--- config.mk ---
export PLATFORM = sky130hd
export DESIGN_NAME = bcd_display_scanner_flat
export DESIGN_NICKNAME = d
export VERILOG_FILES = /design/src/rtl/bcd_display_scanner_if.sv /design/src/rtl/bcd_display_scanner.sv /design/src/flat_wrapper.sv
export SDC_FILE = /design/constraint.sdc
export NUM_CORES = 1
export LEC_CHECK = 0
export BUFFER_PORTS_ARGS = -buffer_cell sky130_fd_sc_hd__buf_2
export CAP_MARGIN = 20
export CORE_UTILIZATION = 45
export DETAILED_ROUTE_END_ITERATION = 10
export GPL_TIMING_DRIVEN = 0
export SYNTH_ARGS = -nofsm -noshare
export SYNTH_HDL_FRONTEND = slang
export SYNTH_SLANG_ARGS = --single-unit
export TNS_END_PERCENT = 10
--- constraint.sdc ---
create_clock -name clk -period 2 [get_ports clk]
set_clock_uncertainty 0.15 [all_clocks]
set_input_delay 0.1 -clock clk [delete_from_list [all_inputs] [get_ports clk]]
set_output_delay 0.1 -clock clk [all_outputs]
set_load 0.02 [all_outputs]
--- src/rtl/bcd_display_scanner_if.sv ---
// Bundle between the binary source / 7-segment decoder and the BCD display scanner.
// The scanner side takes value/load and drives status plus the scanned digit outputs.
interface bcd_display_scanner_if #(
    parameter int NUM_DIGITS = 4,
    parameter int BIN_W      = 14
);
    logic [BIN_W-1:0]      value_in;
    logic                  load;
    logic                  busy;
    logic                  overflow;
    logic [3:0]            digit;
    logic [NUM_DIGITS-1:0] digit_sel;

    modport master (
        output value_in, load,
        input  busy, overflow, digit, digit_sel
    );

    modport slave (
        input  value_in, load,
        output busy, overflow, digit, digit_sel
    );
endinterface

--- src/rtl/bcd_display_scanner.sv ---
// Binary-to-BCD (shift-add-3, BIN_W+1 busy cycles) feeding a time-multiplexed digit scanner.
// Output latency is one registered cycle; a load is dropped while busy, and nothing is queued.
module bcd_display_scanner #(
    parameter int NUM_DIGITS    = 4,
    parameter int BIN_W         = 14,
    parameter int REFRESH_DIV   = 50000,
    parameter int BLANK_LEADING = 1
) (
    input  logic                  clk,
    input  logic                  rst,
    bcd_display_scanner_if.slave  bus
);
    localparam int BCD_W = 4 * NUM_DIGITS;
    localparam int CNT_W = $clog2(BIN_W + 1);
    localparam int REF_W = $clog2(REFRESH_DIV);
    localparam int IDX_W = (NUM_DIGITS > 1) ? $clog2(NUM_DIGITS) : 1;

    function automatic int pow10(input int n);
        int r;
        r = 1;
        for (int k = 0; k < n; k++) r = r * 10;
        return r;
    endfunction

    localparam logic [BIN_W-1:0] MAX_VAL  = BIN_W'(pow10(NUM_DIGITS) - 1);
    localparam logic [BCD_W-1:0] ALL_NINE = {NUM_DIGITS{4'd9}};

    typedef enum logic [1:0] {IDLE, CONVERT, COMMIT} state_t;

    state_t                state;
    logic [BIN_W-1:0]      bin_sr;
    logic [BCD_W-1:0]      bcd_sr;
    logic [BCD_W-1:0]      bcd_adj;
    logic [BCD_W-1:0]      disp;
    logic [CNT_W-1:0]      bit_cnt;
    logic                  ovf_cap;
    logic [REF_W-1:0]      ref_cnt;
    logic [IDX_W-1:0]      idx;
    logic [NUM_DIGITS-1:0] lead_zero;
    logic                  zero_run;
    logic [3:0]            digit_nxt;

    always_comb begin
        bcd_adj = bcd_sr;
        for (int i = 0; i < NUM_DIGITS; i++) begin
            if (bcd_sr[4*i +: 4] >= 4'd5) bcd_adj[4*i +: 4] = bcd_sr[4*i +: 4] + 4'd3;
        end
    end

    // Conversion runs on private shift registers; disp only changes in COMMIT.
    always_ff @(posedge clk) begin
        if (rst) begin
            state        <= IDLE;
            bin_sr       <= '0;
            bcd_sr       <= '0;
            bit_cnt      <= '0;
            ovf_cap      <= 1'b0;
            disp         <= '0;
            bus.busy     <= 1'b0;
            bus.overflow <= 1'b0;
        end else begin
            case (state)
                IDLE: begin
                    if (bus.load) begin
                        bin_sr   <= bus.value_in;
                        bcd_sr   <= '0;
                        bit_cnt  <= '0;
                        ovf_cap  <= (bus.value_in > MAX_VAL);
                        bus.busy <= 1'b1;
                        state    <= CONVERT;
                    end
                end
                CONVERT: begin
                    {bcd_sr, bin_sr} <= {bcd_adj, bin_sr} << 1;
                    bit_cnt          <= bit_cnt + 1'b1;
                    if (bit_cnt == CNT_W'(BIN_W - 1)) state <= COMMIT;
                end
                COMMIT: begin
                    disp         <= ovf_cap ? ALL_NINE : bcd_sr;
                    bus.overflow <= ovf_cap;
                    bus.busy     <= 1'b0;
                    state        <= IDLE;
                end
                default: state <= IDLE;
            endcase
        end
    end

    // A digit is a leading zero when it and every digit above it are zero.
    always_comb begin
        zero_run  = 1'b1;
        lead_zero = '0;
        for (int i = NUM_DIGITS - 1; i >= 0; i--) begin
            zero_run     = zero_run & (disp[4*i +: 4] == 4'd0);
            lead_zero[i] = zero_run;
        end
    end

    always_comb begin
        digit_nxt = disp[idx*4 +: 4];
        if ((BLANK_LEADING != 0) && (idx != '0) && lead_zero[idx]) digit_nxt = 4'hF;
    end

    always_ff @(posedge clk) begin
        if (rst) begin
            ref_cnt       <= '0;
            idx           <= '0;
            bus.digit_sel <= NUM_DIGITS'(1);
            bus.digit     <= 4'h0;
        end else begin
            if (ref_cnt == REF_W'(REFRESH_DIV - 1)) begin
                ref_cnt <= '0;
                idx     <= (idx == IDX_W'(NUM_DIGITS - 1)) ? '0 : idx + 1'b1;
            end else begin
                ref_cnt <= ref_cnt + 1'b1;
            end
            bus.digit_sel <= NUM_DIGITS'(1) << idx;
            bus.digit     <= digit_nxt;
        end
    end
endmodule

--- src/flat_wrapper.sv ---
// flat-port wrapper written by rule: the top's interface ports become plain ports
module bcd_display_scanner_flat 
#(
    parameter int NUM_DIGITS    = 4,
    parameter int BIN_W         = 14,
    parameter int REFRESH_DIV   = 50000,
    parameter int BLANK_LEADING = 1
)
  (clk, rst, bus_value_in, bus_load, bus_busy, bus_overflow, bus_digit, bus_digit_sel);
  bcd_display_scanner_if #(.NUM_DIGITS(NUM_DIGITS), .BIN_W(BIN_W)) bus_i ();
  input  logic clk;
  input  logic rst;
  input wire logic [$bits(bus_i.value_in)-1:0] bus_value_in;
  input wire logic [$bits(bus_i.load)-1:0] bus_load;
  output wire logic [$bits(bus_i.busy)-1:0] bus_busy;
  output wire logic [$bits(bus_i.overflow)-1:0] bus_overflow;
  output wire logic [$bits(bus_i.digit)-1:0] bus_digit;
  output wire logic [$bits(bus_i.digit_sel)-1:0] bus_digit_sel;
  assign bus_i.value_in = bus_value_in;
  assign bus_i.load = bus_load;
  assign bus_busy = bus_i.busy;
  assign bus_overflow = bus_i.overflow;
  assign bus_digit = bus_i.digit;
  assign bus_digit_sel = bus_i.digit_sel;
  bcd_display_scanner #(.NUM_DIGITS(NUM_DIGITS), .BIN_W(BIN_W), .REFRESH_DIV(REFRESH_DIV), .BLANK_LEADING(BLANK_LEADING)) u_core (.clk(clk), .rst(rst), .bus(bus_i));
endmodule
==> results of run 1 <==
-- worst paths after layout --
| check | cells past startpoint | end | start |
|---|---|---|---|
| worst min-delay path | 4 | u_core.ovf_cap | bus_value_in[10] |
| worst max register to register | 4 | u_core.idx[0] | u_core.ref_cnt[14] |
| worst max-delay path | 4 | u_core.idx[0] | u_core.ref_cnt[14] |
| worst min register to register | 2 | u_core.bin_sr[6] | u_core.bin_sr[5] |
-- state kept, by name, indices dropped and copies added, names as in the netlist, 4 cells and up --
signal,count
u_core.bus.digit,4
u_core.disp,16
u_core.ref_cnt,16
u_core.bin_sr,14
u_core.bus.digit_sel,4
u_core.bit_cnt,4
u_core.bcd_sr,16
-- cells by family after synthesis --
group           Yosys count  share of synthesized area, %
fa+ha+maj                13                          4.53
simple gates            163                          21.8
compound gates           82                          14.1
buf+inv                  47                          5.02
xor+xnor                 21                          5.12
mux                      10                          4.21
flops                    81                          45.1
-- timing repair --
action / 4_1_cts / 5_1_grt
setup endpoints to repair: 44 / 49
resized for setup: 16 / 13
buffers inserted: 4 / 0
endpoints found under the hold margin: 11 / 0
pin swaps: 5 / 3
hold buffers: 10 / 0
-- layer usage --
metal / global-route usage (%) / vias to the layer above / share of wire, %
met3: 4.36 / 9 / 2.4
met2: 35.6 / 30 / 47
met1: 26.4 / 1438 / 49
met4: 6.22 / 0 / 1.2
met5: 0 / - / 0
li1: - / 1547 / -
-- power by group through the flow --
stage	logic, mW	clock network [mW]	registers (mW)
after CTS	0.231	1.14	1.68
final	0.231	1.11	1.68
after global placement	0.208	0	1.72
after global routing	0.257	1.21	1.69
after detailed placement	0.210	0	1.72
after floorplan	0.136	0	1.72
-- critical path: stages, from the launching register on --
cell,delay [ps]
dfxtp_2,350
or4bb_1,510
or4_4,560
or3_4,340
a21oi_2,110
-- cells in the final DEF, fill, tap and decap left out, types with 4 or more instances in the layout --
cell type / n
buf_2: 26
xnor2_1: 17
nand2b_1: 6
dfxtp_2: 6
nor2_1: 49
ha_1: 12
nor4_1: 7
mux4_2: 4
clkbuf_8: 12
clkbuf_1: 10
o21ai_0: 22
nor3_1: 27
nand3_1: 10
dfxtp_1: 75
nand3b_1: 5
o221a_2: 6
nand4_1: 4
buf_4: 5
dlygate4sd3_1: 10
or3_1: 6
a22o_1: 5
inv_1: 27
a21oi_1: 35
clkbuf_2: 7
nand2_1: 34
xor2_1: 4
a22oi_1: 8
mux2i_1: 5
-- final cells by class --
type | count | area (sq um)
Fill cell | 730 | 3510
Multi-Input combinational cell | 289 | 1820
Sequential cell | 81 | 1630
Timing Repair Buffer | 40 | 260
Clock buffer | 12 | 165
Tap cell | 102 | 128
Inverter | 27 | 101
Buffer | 20 | 95.1
Clock inverter | 3 | 15.0
-- through the flow --
stage,worst slack [ps],instances
2_1_floorplan,-4.89,417
3_3_place_gp,-221,545
3_5_place_dp,-262,545
4_1_cts,-85.4,574
5_1_grt,-138,574
6_report,-77.9,574
==> results.md, run 1 <==
* Antenna Nets Post-Route at 0
* CP Data Required Time at 2130 ps
* RSZ-0062 raised after global routing: yes
* Max clock buf depth at 2
* Layout cell share with drive strength beyond 1 at 17.4%
* Worst-skew pair later-pin latency at 340 ps
* Net switching power at 742 uW
* First-pass GRT wire length at 13.7 mm
* Pwr Total at 3.03 mW
* Setup-violating endpoint count in the final report at 12
* CTS tree: yes
* Num rows at 32
* Reg-to-reg slack, setup at -80 ps
* Max_slew headroom at 61.8%
* Routed WL per cell at 14.0 um
* Die area at 8340 sq um
* Final hold vios at 0
* Dominant synthesized flop cell: dfxtp_1
* Synth top area cells: dfxtp_1 45%, nor2_1 5.3%, a21oi_1 4.9%
* Global route total overflow at 0
* Failing checks: setup timing
* Vias at 3,024
* Clock power frac at 36.7%
* Asr flop ratio synth at 0%
* DRT Pass-1 Iters at 4
* Top cell type's share of synthesized area at 45.1%
* Port Buffers at 26
* WL final at 8.04 mm
* Mapped Avg Cell Area at 8.61 sq um
* Min cycle time layout at 2080 ps
* Status: finished, violations left
* Final core area utilization at 54.5%
* Mapped Cells at 417
* Synth Cell Area at 3590 sq um
* DRC at 0
* Combinational Power Share at 7.6%
* Leakage at 1.62 nW
* Synth area leader: dfxtp_1
* Ports at 27
* Design Area, Final at 4220 sq um
* Die height at 91.3 um
* VDD IR max at 400 uV
* Startpoint class of the critical path: register
* Synth-to-layout area growth at 17.3%
* Initial Utilization at 46.5%
* Synth Warn # at 0
* Seq/Total Area, Yosys at 45.1%
* Root Buffer: clkbuf_8
* Clock Pin Slew Worst Setup and Hold Paths at 80 ps
* Maxcap violations at 0
* Initial antenna violation count at 0
* ANT cells at 0
* WHS at 7.15 ps
* Clock buffer count from CTS at 9
* Fin nets at 498
* DR iter-0 viols at 101
* Worst-margin pin slew at 573 ps
* Hold crit path type: in -> reg
* Largest net degree at the start of global routing at 13
* Seq pwr share at 55.7%
* Tcrit/Tclk final at 104%
* Clk sinks at 81
* Synth cell count leaders: 81 x dfxtp_1, 51 x nor2_1, 35 x a21oi_1, 34 x nand2_1
* DR vias/cell at 5.27
* H-tree levels at 3
* Count of state elements after synthesis at 81
* Fin Setup TNS at -436 ps
* GPL Wtd Cong at 0.821
* Switching share of power at 24.5%
* Vias in the first global route at 2,939
* Highest Clock Rate at 481 MHz
* DP Wirelength at 5.60 mm
* Crit. End Element: register
* Die Width at 91.3 um
* GRT Total Usage at 20.9%
* CORE AREA at 7730 sq um
* Critical path type: reg -> reg
* Syn Nets at 447
* Area after DPL at 3850 sq um
* Top-count cell post-synth: dfxtp_1
* Post-synth EDFFs at 0
* Internal at 2.28 mW
* Post-synthesis cell type count at 38
* Worst path arrival time at 2210 ps
* Fin. max-slew vios at 0
* Post-route setup slack at -77.9 ps
* Crit-path max FO at 3
* PD cells at 718 nW/um^2
Note: power is estimated with default switching activity, not from simulation.
==> run 2, diff against run 1 <==
Settings changed: HOLD_SLACK_MARGIN set to 0.15.
==> run 2 against run 1 <==
The run still ends with setup timing left. Clock power about the same. Core utilization increased by 0.92 points. First-iteration DRC count rose by 3.0%. Worst hold slack improved by 280 ps. Register-to-register slack barely moved. Power grew 0.47%. Largest cell class unchanged.
==> results.md, run 2 (synthesized netlist as in run 1, its figures left out) <==
* Pwr Total at 3.04 mW (was 3.03 mW)
* Num rows at 32 (unchanged)
* Vias at 3,058 (was 3,024)
* Die Width at 91.3 um (unchanged)
* Initial Utilization at 46.5% (unchanged)
* Failing checks: setup timing (unchanged)
* Fillers at 722 (was 730)
* Biggest regs: u_core.bcd_sr x16, u_core.disp x16, u_core.ref_cnt x16 (unchanged)
* Die area at 8340 sq um (unchanged)
* Max_slew headroom at 60.6% (was 61.8%)
* VDD IR max at 401 uV (was 400 uV)
* Cells on worst reg2reg path at 4 (unchanged)
* Internal at 2.29 mW (was 2.28 mW)
* Clock buffer count from CTS at 9 (unchanged)
* Clock Pin Slew Worst Setup and Hold Paths at 80 ps (about the same)
* Fin. max-slew vios at 0 (unchanged)
* DR vias/cell at 5.26 (was 5.27)
* Clock power frac at 36.6% (was 36.7%)
* Status: finished, violations left (unchanged)
* CTS tree: yes (unchanged)
* RSZ-0062 raised after global routing: yes (unchanged)
* Global route total overflow at 0 (unchanged)
* Most common cell after layout, fill and taps aside: dfxtp_1 (unchanged)
* Combinational Power Share at 8.0% (was 7.6%)
* Commonest non-fill, non-tap cells in the layout: 75 x dfxtp_1, 49 x nor2_1, 35 x a21oi_1 (unchanged)
* Post-route setup slack at -78.1 ps (was -77.9 ps)
* Crit-path max FO at 3 (unchanged)
* DRT Pass-1 Iters at 4 (unchanged)
* Synth-to-layout area growth at 19.3% (was 17.3%)
* Routed WL per cell at 14.1 um (was 14.0 um)
* Worst path arrival time at 2210 ps (about the same)
* Final core area utilization at 55.5% (was 54.5%)
* WL final at 8.19 mm (was 8.04 mm)
* Fin nets at 505 (was 498)
* GPL Wtd Cong at 0.821 (unchanged)
* Net switching power at 746 uW (was 742 uW)
* Design Area, Final at 4290 sq um (was 4220 sq um)
* Worst Hold End: u_core.bin_sr[5] (was u_core.ovf_cap)
* Tcrit/Tclk final at 104% (about the same)
* Clk sinks at 81 (unchanged)
* ANT cells at 0 (unchanged)
* Hold crit path type: reg -> reg (was in -> reg)
* Seq pwr share at 55.4% (was 55.7%)
* WHS at 289 ps (was 7.15 ps)
* Startpoint class of the critical path: register (unchanged)
* Setup-violating endpoint count in the final report at 12 (unchanged)
* Highest Clock Rate at 481 MHz (about the same)
* FF-to-FF Start: u_core.ref_cnt[14] (unchanged)
* Worst R2R End: u_core.idx[0] (unchanged)
* CORE AREA at 7730 sq um (unchanged)
* Area after DPL at 3850 sq um (unchanged)
* Ports at 27 (unchanged)
* Setup WS pre-CTS at -262 ps (unchanged)
* Largest net degree at the start of global routing at 13 (unchanged)
* Root Buffer: clkbuf_8 (unchanged)
* Final hold vios at 0 (unchanged)
* Critical path type: reg -> reg (unchanged)
* First-pass GRT wire length at 13.8 mm (was 13.7 mm)
* DR iter-0 viols at 104 (was 101)
* PD cells at 709 nW/um^2 (was 718 nW/um^2)
* DP Wirelength at 5.60 mm (unchanged)
* Layout cell share with drive strength beyond 1 at 17.3% (was 17.4%)
* Vias in the first global route at 2,995 (was 2,939)
* Initial antenna violation count at 0 (unchanged)
* DRC at 0 (unchanged)
* Hold Crit Start: u_core.bin_sr[4] (was bus_value_in[10])
* Hold depth at 2 (was 4)
* Maxcap violations at 0 (unchanged)
* Worst-skew pair later-pin latency at 350 ps (was 340 ps)
* CP Data Required Time at 2130 ps (about the same)
* Port Buffers at 26 (unchanged)
* Worst-margin pin slew at 591 ps (was 573 ps)
* Crit. End Element: register (unchanged)
* Reg-to-reg slack, setup at -80 ps (about the same)
* Leakage at 1.65 nW (was 1.62 nW)
* Die height at 91.3 um (unchanged)
* Antenna Nets Post-Route at 0 (unchanged)
* H-tree levels at 3 (unchanged)
* Switching share of power at 24.5% (about the same)
* Max clock buf depth at 2 (unchanged)
* Min cycle time layout at 2080 ps (about the same)
* GRT Total Usage at 21.1% (was 20.9%)
[run 2: per-layer routing]
metal	routed length (um)	GRT usage (%)	share of wire, %	vias up
met3	324	4.36	4.0	10
met1	3890	26.5	48	1439
met5	0	0	0	-
li1	-	-	-	1562
met2	3860	36.0	47	47
met4	108	6.61	1.3	0
[run 2: worst max path at each step]
stage | startpoint | to | slack (ps) | depth (start not counted)
after floorplan | u_core.ref_cnt[13] | u_core.idx[0] | -5 | 4
after global placement | u_core.state[1] | u_core.bin_sr[12] | -220 | 6
after detailed placement | u_core.state[1] | u_core.bin_sr[8] | -260 | 6
after CTS | u_core.ref_cnt[11] | u_core.idx[0] | -90 | 4
after global routing | u_core.ref_cnt[14] | u_core.idx[0] | -140 | 4
final | u_core.ref_cnt[14] | u_core.idx[0] | -80 | 4
[run 2: cell type report]
cell class / instances / area (sq um) / area share, %
Timing Repair Buffer: 47 / 330 / 7.71
Inverter: 27 / 101 / 2.36
Clock inverter: 3 / 15.0 / 0.350
Sequential cell: 81 / 1630 / 38.0
Multi-Input combinational cell: 289 / 1820 / 42.5
Clock buffer: 12 / 165 / 3.85
Buffer: 20 / 96.3 / 2.25
Tap cell: 102 / 128 / 2.98
[run 2: power by group through the flow]
stage	clock, mW	sequential [mW]	combinational [mW]
6_report	1.11	1.68	0.244
3_3_place_gp	0	1.72	0.208
5_1_grt	1.21	1.69	0.270
4_1_cts	1.14	1.68	0.242
3_5_place_dp	0	1.72	0.210
2_1_floorplan	0	1.72	0.136
[run 2: critical path: stages (launching register included)]
cell and delay [ps]:
dfxtp_2 350, or4bb_1 510, or4_4 560, or3_4 340, a21oi_2 110
[run 2: repair_timing]
action	CTS	global route
buffers inserted	4	0
hold endpoints to repair	26	0
hold buffers	17	0
pin swaps	5	3
gates resized for setup	16	15
endpoints found under the setup margin	44	50
[run 2: through the flow]
step           TNS, ps  cells
6_report          -431    581
5_1_grt          -1330    581
4_1_cts           -195    581
3_5_place_dp     -7140    545
3_3_place_gp     -5370    545
2_1_floorplan    -4.89    417
